<file path="src/rtl/wb_dsp_master_interface.sv">
// Wishbone classic-cycle initiator for the DSP engine.
// Runs one single-word Wishbone cycle per start/done command. The cycle
// terminates on ack, err, exhausted retries or timeout, and a status code
// is reported alongside the one-cycle done pulse.
module wb_dsp_master_interface #(
  parameter int dw        = 32,
  parameter int aw        = 8,
  parameter int TIMEOUT   = 255,
  parameter int MAX_RETRY = 3,
  parameter int RETRY_GAP = 2
) (
  input  logic          wb_clk,
  input  logic          wb_rst,
  input  logic          cmd_start,
  input  logic          cmd_we,
  input  logic [aw-1:0] cmd_adr,
  input  logic [dw-1:0] cmd_dat,
  input  logic [3:0]    cmd_sel,
  output logic          cmd_busy,
  output logic          cmd_done,
  output logic [dw-1:0] cmd_rdata,
  output logic [1:0]    cmd_status,
  output logic [aw-1:0] wb_adr_o,
  output logic [dw-1:0] wb_dat_o,
  output logic [3:0]    wb_sel_o,
  output logic          wb_we_o,
  output logic          wb_cyc_o,
  output logic          wb_stb_o,
  output logic [2:0]    wb_cti_o,
  output logic [1:0]    wb_bte_o,
  input  logic [dw-1:0] wb_dat_i,
  input  logic          wb_ack_i,
  input  logic          wb_err_i,
  input  logic          wb_rty_i
);

  localparam logic [1:0] ST_IDLE    = 2'b00;
  localparam logic [1:0] ST_BUS     = 2'b01;
  localparam logic [1:0] ST_BACKOFF = 2'b10;

  localparam logic [1:0] STS_OK  = 2'b00;
  localparam logic [1:0] STS_ERR = 2'b01;
  localparam logic [1:0] STS_RTY = 2'b10;
  localparam logic [1:0] STS_TMO = 2'b11;

  // Last stb cycle of an attempt, retry ceiling and last backoff cycle.
  localparam logic [7:0] TMO_LAST    = 8'(TIMEOUT - 1);
  localparam logic [3:0] RETRY_LIMIT = 4'(MAX_RETRY);
  localparam logic [3:0] GAP_LAST    = 4'(RETRY_GAP - 1);

  logic [1:0] state_r;
  logic [3:0] retry_cnt_r;
  logic [7:0] tmo_cnt_r;
  logic [3:0] gap_cnt_r;

  logic       term_s;
  logic       backoff_s;
  logic [1:0] term_status_s;

  // Classic single cycles only: no burst signalling.
  assign wb_cti_o = 3'b000;
  assign wb_bte_o = 2'b00;

  // Decode the terminating condition of the current BUS edge (ack > err > rty > timeout).
  always_comb begin
    term_s        = 1'b0;
    backoff_s     = 1'b0;
    term_status_s = STS_OK;
    if (state_r == ST_BUS) begin
      if (wb_ack_i) begin
        term_s        = 1'b1;
        term_status_s = STS_OK;
      end else if (wb_err_i) begin
        term_s        = 1'b1;
        term_status_s = STS_ERR;
      end else if (wb_rty_i) begin
        if (retry_cnt_r < RETRY_LIMIT) begin
          backoff_s = 1'b1;
        end else begin
          term_s        = 1'b1;
          term_status_s = STS_RTY;
        end
      end else if (tmo_cnt_r == TMO_LAST) begin
        term_s        = 1'b1;
        term_status_s = STS_TMO;
      end else begin
        term_s = 1'b0;
      end
    end else begin
      term_s = 1'b0;
    end
  end

  // Command FSM, Wishbone outputs and completion reporting.
  always_ff @(posedge wb_clk) begin
    if (wb_rst) begin
      state_r     <= ST_IDLE;
      retry_cnt_r <= 4'd0;
      tmo_cnt_r   <= 8'd0;
      gap_cnt_r   <= 4'd0;
      cmd_busy    <= 1'b0;
      cmd_done    <= 1'b0;
      cmd_rdata   <= '0;
      cmd_status  <= 2'b00;
      wb_adr_o    <= '0;
      wb_dat_o    <= '0;
      wb_sel_o    <= 4'b0000;
      wb_we_o     <= 1'b0;
      wb_cyc_o    <= 1'b0;
      wb_stb_o    <= 1'b0;
    end else begin
      cmd_done <= term_s;
      if (term_s) begin
        cmd_status <= term_status_s;
      end
      // Only ack yields an OK termination, so this captures successful reads only.
      if (term_s && (term_status_s == STS_OK) && !wb_we_o) begin
        cmd_rdata <= wb_dat_i;
      end
      case (state_r)
        ST_IDLE: begin
          if (cmd_start) begin
            wb_adr_o    <= cmd_adr;
            wb_dat_o    <= cmd_dat;
            wb_sel_o    <= cmd_sel;
            wb_we_o     <= cmd_we;
            wb_cyc_o    <= 1'b1;
            wb_stb_o    <= 1'b1;
            retry_cnt_r <= 4'd0;
            tmo_cnt_r   <= 8'd0;
            cmd_busy    <= 1'b1;
            state_r     <= ST_BUS;
          end
        end
        ST_BUS: begin
          if (term_s) begin
            wb_cyc_o <= 1'b0;
            wb_stb_o <= 1'b0;
            cmd_busy <= 1'b0;
            state_r  <= ST_IDLE;
          end else if (backoff_s) begin
            wb_cyc_o    <= 1'b0;
            wb_stb_o    <= 1'b0;
            retry_cnt_r <= retry_cnt_r + 4'd1;
            gap_cnt_r   <= 4'd0;
            state_r     <= ST_BACKOFF;
          end else begin
            tmo_cnt_r <= tmo_cnt_r + 8'd1;
          end
        end
        ST_BACKOFF: begin
          if (gap_cnt_r == GAP_LAST) begin
            wb_cyc_o  <= 1'b1;
            wb_stb_o  <= 1'b1;
            tmo_cnt_r <= 8'd0;
            state_r   <= ST_BUS;
          end else begin
            gap_cnt_r <= gap_cnt_r + 4'd1;
          end
        end
        default: begin
          wb_cyc_o <= 1'b0;
          wb_stb_o <= 1'b0;
          cmd_busy <= 1'b0;
          state_r  <= ST_IDLE;
        end
      endcase
    end
  end

endmodule

</file>
<file path="config.mk">
export PLATFORM = sky130hd
export DESIGN_NAME = wb_dsp_master_interface
export DESIGN_NICKNAME = d
export VERILOG_FILES = /design/src/rtl/wb_dsp_master_interface.sv
export SDC_FILE = /design/constraint.sdc
export NUM_CORES = 1
export LEC_CHECK = 0
export CAP_MARGIN = 20
export CORE_ASPECT_RATIO = 1.1
export CORE_MARGIN = 3
export CORE_UTILIZATION = 45
export DETAILED_ROUTE_END_ITERATION = 12
export PLACE_DENSITY = 0.89
export RECOVER_POWER = 25
export SETUP_SLACK_MARGIN = 0.2
export SLEW_MARGIN = 0
export SYNTH_ARGS = -nofsm -noshare
export SYNTH_HDL_FRONTEND = slang
export SYNTH_SLANG_ARGS = --single-unit
export TNS_END_PERCENT = 1
</file>
<file path="constraint.sdc">
create_clock -name wb_clk -period 5.4 [get_ports wb_clk]
set_clock_uncertainty 0.2 [all_clocks]
set_input_delay 1.35 -clock wb_clk [delete_from_list [all_inputs] [get_ports wb_clk]]
set_output_delay 1.35 -clock wb_clk [all_outputs]
set_load 0.03 [all_outputs]
</file>
==> results of run 1 <==
[critical path, cell delays in order]
cell           delay, ns
dlygate4sd3_1       0.58
and2b_1             0.24
nand2_1             0.09
clkbuf_1            1.44
nand2_1             0.21
a21oi_1             0.20
[layer usage]
| metal | global-route usage (%) | up-vias | routed length, microns |
|---|---|---|---|
| met2 | 38.4 | 162 | 5600 |
| met1 | 25.2 | 1778 | 4040 |
| met4 | 7.84 | 0 | 265 |
| met3 | 11.2 | 25 | 1230 |
| li1 | - | 1906 | - |
| met5 | 0 | - | 0 |
[final timing paths]
check / from / end / slack (ns) / depth (start not counted)
setup / recovery: cmd_start / wb_dat_o[23] / 1.35 / 6
hold / removal: wb_adr_o[4] / wb_adr_o[4] / 0.26 / 2
setup reg to reg: state_r[1] / wb_dat_o[23] / 2.31 / 5
hold reg to reg: wb_adr_o[4] / wb_adr_o[4] / 0.26 / 2
[state kept, by name, summed over array words and instances, names as in the netlist]
register and cells:
wb_we_o 1, wb_dat_o 32, cmd_busy 1, gap_cnt_r 4, wb_stb_o 1, retry_cnt_r 4
cmd_status 2, state_r 2, tmo_cnt_r 8, wb_adr_o 8, cmd_done 1, wb_sel_o 4
cmd_rdata 32
[synthesized netlist by cell type, drive strengths merged (2+ instances only)]
master and instances:
a21oi 87, inv 8, nor3 4, and2b 2
or4 4, dfxtp 100, nor2 5, buf 8
and3 2, o311ai 2, o31a 2, a31oi 2
ha 5, or3 2, nand4 5, mux2i 2
nand2b 3, o21ai 8, or3b 2, nand2 169
o31ai 3, or2 2, clkbuf 26, nand3b 2
nor4b 2, o211ai 3, nand3 5
[per-stage QoR]
| step | cell area (sq um) | setup slack, ns |
|---|---|---|
| finish | 5780 | 1.35 |
| global route | 5780 | 1.09 |
| CTS | 5790 | 2.15 |
| detailed placement | 5590 | 1.78 |
| global placement | 5570 | 1.78 |
| floorplan | 3910 | 2.42 |
[power by group]
part           switching, mW  leakage, nW  total [mW]  internal [mW]
Clock                  0.271       0.0923       0.488          0.217
Sequential            0.0209        0.815       0.793          0.772
Combinational          0.170         1.17       0.308          0.139
[layout make-up]
class / instances / area (sq um) / area share [%]
timing repair buffer: 170 / 1700 / 29.3
clock inverter: 7 / 75.1 / 1.30
inverter: 9 / 33.8 / 0.584
clock buffer: 9 / 124 / 2.14
multi-input combinational: 343 / 1720 / 29.7
tap: 108 / 135 / 2.34
sequential: 100 / 2000 / 34.6
[cells by family (layout without fill, tap and decap cells)]
| family | count (synthesis) | count (layout) | share of synthesized area [%] |
|---|---|---|---|
| mux | 2 | 2 | 0.514 |
| fa+ha+maj | 5 | 5 | 1.61 |
| compound gates | 114 | 114 | 16.4 |
| xor+xnor | 2 | 2 | 0.450 |
| buf+inv | 43 | 195 | 4.92 |
| flops | 100 | 100 | 51.4 |
| simple gates | 215 | 215 | 24.6 |
| other cells | 1 | 5 | 0.0964 |
==> results.txt, run 1 <==
CP arrival: 4.12 ns
Initial antenna violation count: 0
CTS max path bufs: 2
Largest net degree at the start of global routing: 95
Clk_lat worst skew: 0.36 ns
Max cap viols: 2
Placer Congestion: 0.853
Hold buffer count at CTS: 0
GRT Resource Usage Total: 23.1%
CTS resizes: 0
Synth Register Bits: 100
Number of buffers created by CTS: 9
Commonest non-fill, non-tap cell in the layout: nand2_1
First-pass GRT wire length: 18200 microns
Fmax: 247 MHz
Synth warn: 0
Area grow syn2layout: 48.6%
Vias per cell: 5.19
Static leakage power: 2.07 nW
Worst-Margin Slew: 2.02 ns
Min cycle time layout: 4.05 ns
DR iter-0 viols: 183
Startpoint Class: input port
Syn_area_per_cell: 8.07 sq um
# Post-CTS Setup Buffers: 0
Hold_ws: 0.257 ns
Predominant post-synthesis flop cell: dfxtp_1
WP data required: 5.48 ns
Hold Fails Final Rpt: 0
Failing checks: max-capacitance violations, max-slew violations
Yosys top cell by area: dfxtp_1
Drt wl/cell: 14.9 microns
Max-Slew Margin vs Limit: -34.5%
Layout cells sized above 1: 4.55%
Cell variety after synth: 52
CP Max Fanout: 48
Routed Antenna Nets: 0
CTS H-Tree Depth: 3
Mapped Cells: 482
Remaining DRCs: 0
Count of final max-slew check failures: 144
Mapped Area: 0.00389 sq mm
Worst Hold Class: reg -> reg
Final Cycle Share: 74.9%
Die height: 104 microns
Post-layout util: 70.8%
Starting Density: 47.6%
Seq/Total Area, Yosys: 51.4%
Die area: 0.00980 sq mm
RSZ-0062 raised after global routing: no
Antenna diodes: 0
Pre-Repair DR Iteration Count: 6
Clk pin slew, worst setup/hold paths: 0.11 ns
Sum Neg Setup Slack: 0 ns
Kind of end point of the critical path: register
Root buf cell: clkbuf_8
Core Region: 0.00817 sq mm
Run status: complete, but fails checks
Detail Placement HPWL: 7930 microns
Synth area leaders: dfxtp_1, nand2_1, a21oi_1
Synth top area share: 51.4%
Placed insts: 730
EDFF count, synth: 0
Port buffer count: 165
Row count: 34
Chip Width: 94.7 microns
Grt ovf: 0
Setup Viol. Count Final: 0
Most frequent cells in the layout: nand2_1, clkdlybuf4s50_1, dfxtp_1
Non-Filler Instances: 746
I/O pin count: 171
Design Power: 1.59 mW
CTS Sinks: 100
Via count: 3871
Ys async rst share: 0%
Final nets: 721
Final wirelength: 11100 microns
Critical path class: in -> reg
CTS tree: done
Fillers: 637
Vias in the first global route: 3904
PwrDens: 275 mW/mm^2
VDD IR max: 0.159 mV
No activity file was read; power rests on OpenSTA's default activity.
==> run 2: changes to the inputs <==
Settings changed: CORE_UTILIZATION 45 to 42, PLACE_DENSITY 0.89 to 0.84.
Clock period 5.4 ns to 4.17 ns, I/O delays scaled along.
==> results.txt, run 2 (same netlist as run 1, synthesis figures left out) <==
Crit-path cells: buf_2 -> clkbuf_2 -> a21oi_1 -> nand2_1 -> mux2i_1
Startpoint Class: input port
CTS tree: done
Sum Neg Setup Slack: 0 ns (unchanged)
Setup ws final: 1.12 ns (-0.232 ns)
Logic pwr share: 17.9% (-1.5 points)
GRT Resource Usage Total: 20.0% (-3.1 points)
Most frequent cells in the layout: nand2_1, clkdlybuf4s50_1, dfxtp_1
Clk_lat worst skew: 0.35 ns (about the same)
Area grow syn2layout: 49.9%
Hold buffer count at CTS: 0 (unchanged)
R2r endpoint: tmo_cnt_r[6]
CP Max Fanout: 56 (+17%)
Routed Antenna Nets: 0 (unchanged)
Worst Hold Class: reg -> reg
Post-layout util: 65.1% (-5.7 points)
Final Cycle Share: 73.1%
Worst path max stage delay: 1.01 ns (-0.43 ns)
Flop pwr share: 47.0% (-2.9 points)
Commonest non-fill, non-tap cell in the layout: nand2_1
Detail Placement HPWL: 7630 microns (-3.8%)
Vias per cell: 5.10 (-1.7%)
CP arrival: 3.10 ns (-1.02 ns)
DR iter-0 viols: 207 (+13%)
Fmax: 328 MHz
Setup Viol. Count Final: 0 (unchanged)
Row count: 36 (+5.9%)
Root buf cell: clkbuf_8
WP data required: 4.22 ns (-1.26 ns)
First-pass GRT wire length: 17300 microns (-4.9%)
Max cap viols: 0 (-2)
Worst slack, placed: 0.903 ns (-0.878 ns)
CTS max path bufs: 2 (unchanged)
Number of buffers created by CTS: 9 (unchanged)
Sw frac: 27.4% (-1.6 points)
# Post-CTS Setup Buffers: 0 (unchanged)
CTS H-Tree Depth: 3 (unchanged)
Min cycle time layout: 3.05 ns
CP Capture Point: gap_cnt_r[2]
PwrDens: 374 mW/mm^2 (+36%)
Critical path origin: wb_rst
Antenna diodes: 0 (unchanged)
CTS resizes: 0 (unchanged)
Die height: 107 microns (+3.3%)
Critical path class: in -> reg
Initial antenna violation count: 0 (unchanged)
R2R Path Start: state_r[1]
Pre-Repair DR Iteration Count: 4 (-2)
Clock power share: 35.0% (+4.3 points)
CTS Sinks: 100 (unchanged)
Placed insts: 736 (+0.82%)
Grt ovf: 0 (unchanged)
Worst-Margin Slew: 1.17 ns (-0.844 ns)
Kind of end point of the critical path: register
Max-Slew Margin vs Limit: 21.7% (+56 points)
I/O pin count: 171 (unchanged)
Final nets: 721 (unchanged)
Placer Congestion: 0.883 (+3.6%)
Via count: 3837 (-0.88%)
Static leakage power: 2.18 nW (+5.4%)
Count of final max-slew check failures: 0 (-100%)
RSZ-0062 raised after global routing: no
Port buffer count: 165 (unchanged)
Layout cells sized above 1: 5.02% (+0.47 points)
Run status: completed
Core Region: 0.00896 sq mm (+9.7%)
Non-Filler Instances: 752 (+0.80%)
Biggest regs: cmd_rdata x32, wb_dat_o x32
Final wirelength: 10700 microns (-3.8%)
Hold Fails Final Rpt: 0 (unchanged)
VDD IR max: 0.252 mV (+58%)
Die area: 0.0105 sq mm (+6.7%)
Starting Density: 43.4% (-4.2 points)
Chip Width: 97.8 microns (+3.3%)
Crit path max-delay cell type: clkbuf_2
Remaining DRCs: 0 (unchanged)
Clk pin slew, worst setup/hold paths: 0.10 ns (about the same)
FF-to-FF path depth: 4 (-1)
Largest net degree at the start of global routing: 57 (-40%)
Worst R2R Setup Slack: 1.92 ns (-0.39 ns)
Sw Pwr: 598 uW (+30%)
Fillers: 741 (+16%)
Drt wl/cell: 14.3 microns (-4.5%)
Int Pwr: 1.58 mW (+40%)
Vias in the first global route: 3776 (-3.3%)
-- run 2: cell count changes in the layout (fill, tap and decap cells not counted) --
cell             before  now
inv_8                 0    2
inv_6                 2    1
clkinv_4              0    1
buf_16                1    0
buf_2                 0    1
clkdlybuf4s50_1     162  137
and2_2                0    1
bufinv_16             1    3
clkbuf_1              2    0
clkinvlp_4            3    0
buf_4                 2    4
dlygate4sd3_1         2   27
clkinv_2              1    0
and2_1                1    0
-- run 2: cell type report --
cell class              instances  area, sq um  share of cell area, %
clock buffers                   9          124                   2.12
flip-flops and latches        100         2000                   34.3
multi-input cells             343         1720                   29.5
clock inverters                 7          130                   2.23
inverters                       9         33.8                  0.579
repair buffers                170         1680                   28.8
well taps                     114          143                   2.45
-- run 2: worst min path at each step --
stage / depth (start not counted) / startpoint / end / slack [ns]
2_1_floorplan: 2 / tmo_cnt_r[7] / tmo_cnt_r[7] / 0.24
6_report: 2 / wb_dat_o[10] / wb_dat_o[10] / 0.25
3_5_place_dp: 2 / wb_dat_o[6] / wb_dat_o[6] / 0.25
3_3_place_gp: 2 / wb_dat_o[2] / wb_dat_o[2] / 0.24
4_1_cts: 2 / wb_adr_o[5] / wb_adr_o[5] / 0.26
5_1_grt: 2 / wb_dat_o[6] / wb_dat_o[6] / 0.27
-- run 2: per-stage QoR --
stage                     area, sq um  hold slack (ns)  total power, mW
after floorplan                  3910            0.237             1.25
after global placement           5580            0.241             1.44
after detailed placement         5580            0.247             1.44
after CTS                        5840            0.261             2.21
after global routing             5830            0.275             2.27
final                            5830            0.254             2.18
-- run 2: power by group through the flow --
| stage | clock network [mW] | registers, mW | logic, mW |
|---|---|---|---|
| 2_1_floorplan | 0 | 1.13 | 0.127 |
| 3_3_place_gp | 0 | 1.05 | 0.389 |
| 3_5_place_dp | 0 | 1.05 | 0.396 |
| 4_1_cts | 0.785 | 1.03 | 0.398 |
| 5_1_grt | 0.815 | 1.03 | 0.419 |
| 6_report | 0.764 | 1.03 | 0.391 |
-- run 2: worst max-delay path, delay by kind of cell --
family,cells,cell delay [ns]
AO/OA/AOI/OAI,1,0.21
AND/OR/NAND/NOR,1,0.14
buffers and inverters,2,1.60
multiplexers,1,0.07
-- run 2: routing by layer --
metal | GRT usage [%] | up-vias | routed length [microns]
met3 | 6.83 | 23 | 830
li1 | - | 1905 | -
met1 | 23.1 | 1762 | 4390
met5 | 0 | - | 0
met4 | 7.02 | 0 | 235
met2 | 34.4 | 147 | 5260
==> run 3: changes to the inputs <==
Settings changed: CORE_UTILIZATION 42 to 38, PLACE_DENSITY 0.84 to 0.81.
Clock period 4.17 ns to 2.75 ns, I/O delays scaled along.
==> results.txt, run 3 (same netlist as run 1, synthesis figures left out) <==
Clk pin slew, worst setup/hold paths: 0.08 ns (-0.02 ns)
Area grow syn2layout: 50.0% (about the same)
CTS resizes: 0 (unchanged)
Max-Slew Margin vs Limit: 65.2% (+43 points)
Die area: 0.0115 sq mm (+9.9%)
CP Max Fanout: 44 (-21%)
Static leakage power: 2.11 nW (-3.6%)
Drt wl/cell: 14.2 microns (-0.66%)
Row count: 38 (+5.6%)
CP delay by family, top: buffers and inverters
Setup Viol. Count Final: 0 (unchanged)
Largest net degree at the start of global routing: 47 (-18%)
Sum Neg Setup Slack: 0 ns (unchanged)
Most frequent cells in the layout: nand2_1, clkdlybuf4s50_1, dfxtp_1
Non-Filler Instances: 766 (+1.9%)
Setup ws final: 0.332 ns (-0.790 ns)
Placed Area: 0.00568 sq mm (+1.8%)
Initial antenna violation count: 0 (unchanged)
Worst Hold Class: reg -> reg
Layout cells sized above 1: 5.11% (+0.093 points)
Hold Fails Final Rpt: 0 (unchanged)
Kind of end point of the critical path: register
Startpoint Class: input port
First-pass GRT wire length: 17800 microns (+2.7%)
Pre-Repair DR Iteration Count: 4 (unchanged)
Starting Density: 39.2% (-4.3 points)
RSZ-0062 raised after global routing: no
PwrDens: 526 mW/mm^2 (+41%)
CP arrival: 2.49 ns (-0.61 ns)
Final Cell Area: 0.00584 sq mm (about the same)
Vias in the first global route: 3809 (+0.87%)
Max cap viols: 0 (unchanged)
GRT Resource Usage Total: 19.2% (-0.80 points)
Placer Congestion: 0.848 (-4.0%)
Min cycle time layout: 2.42 ns
VDD IR max: 0.254 mV (+1.0%)
Grt ovf: 0 (unchanged)
Via count: 3831 (-0.16%)
Antenna diodes: 0 (unchanged)
Die height: 112 microns (+4.8%)
Worst path max stage delay: 0.56 ns (-0.45 ns)
Detail Placement HPWL: 7950 microns (+4.3%)
Worst-Margin Slew: 0.515 ns (-0.659 ns)
Critical path buffer and inverter count: 2 (unchanged)
Number of buffers created by CTS: 9 (unchanged)
Fmax: 414 MHz
Worst R2R Setup Slack: 0.70 ns (-1.22 ns)
Post-layout util: 58.8% (-6.3 points)
Design Power: 3.07 mW (+41%)
Final nets: 730 (+1.2%)
Hold_ws: 0.255 ns (+0.00128 ns)
I/O pin count: 171 (unchanged)
Critical path class: in -> reg
WP data required: 2.82 ns (-1.40 ns)
Root buf cell: clkbuf_8
CTS H-Tree Depth: 3 (unchanged)
Crit-path cells: dlygate4sd3_1 -> and2b_1 -> and2_0 -> clkbuf_4 -> nand2_1 -> a21oi_1
Crit path max-delay cell type: dlygate4sd3_1
Fillers: 889 (+20%)
Routed Antenna Nets: 0 (unchanged)
Count of final max-slew check failures: 0 (unchanged)
# Post-CTS Setup Buffers: 0 (unchanged)
Run status: completed
CTS tree: done
Biggest regs: cmd_rdata x32, wb_dat_o x32
Worst slack, placed: 0.0723 ns (-0.831 ns)
Core Region: 0.00994 sq mm (+11%)
Hold buffer count at CTS: 0 (unchanged)
CTS max path bufs: 2 (unchanged)
CTS Sinks: 100 (unchanged)
Commonest non-fill, non-tap cell in the layout: nand2_1
Placed insts: 751 (+2.0%)
Final wirelength: 10800 microns (+1.2%)
Clk_lat worst skew: 0.35 ns (about the same)
Final Cycle Share: 87.9%
Chip Width: 102 microns (+4.8%)
Port buffer count: 165 (unchanged)
DR iter-0 viols: 180 (-13%)
Remaining DRCs: 0 (unchanged)
Vias per cell: 5.00 (-2.0%)
[run 3: final cells by class]
type | count | area, sq um | share of cell area [%]
sequential | 100 | 2000 | 34.3
timing repair buffer | 179 | 1750 | 30.0
multi-input combinational | 343 | 1720 | 29.4
tap | 120 | 150 | 2.57
clock buffer | 13 | 149 | 2.55
inverter | 9 | 33.8 | 0.579
clock inverter | 2 | 35.0 | 0.600
[run 3: layer usage]
layer | global-route usage (%) | vias up | wire length, microns
met4 | 8.57 | 0 | 297
met3 | 7.09 | 22 | 895
met5 | 0 | - | 0
li1 | - | 1920 | -
met2 | 31.1 | 137 | 5340
met1 | 22.4 | 1752 | 4310
[run 3: path summary, 6_finish.rpt]
kind / startpoint / end / cells after the start
worst min-delay path: wb_adr_o[5] / wb_adr_o[5] / 2
worst max-delay path: cmd_start / wb_dat_o[19] / 6
worst min register to register: wb_adr_o[5] / wb_adr_o[5] / 2
worst max register to register: state_r[1] / wb_dat_o[19] / 5
[run 3: worst register-to-register path: stages (launching register included)]
cell      delay, ns
dfxtp_1        0.42
and2b_1        0.31
and2_0         0.27
clkbuf_4       0.50
nand2_1        0.12
a21oi_1        0.16
[run 3: report_power, final]
part,internal [mW],total [mW],switching [mW],leakage [nW]
Clock,0.441,0.907,0.466,0.0935
Combinational,0.277,0.608,0.331,1.20
Sequential,1.52,1.56,0.0403,0.815
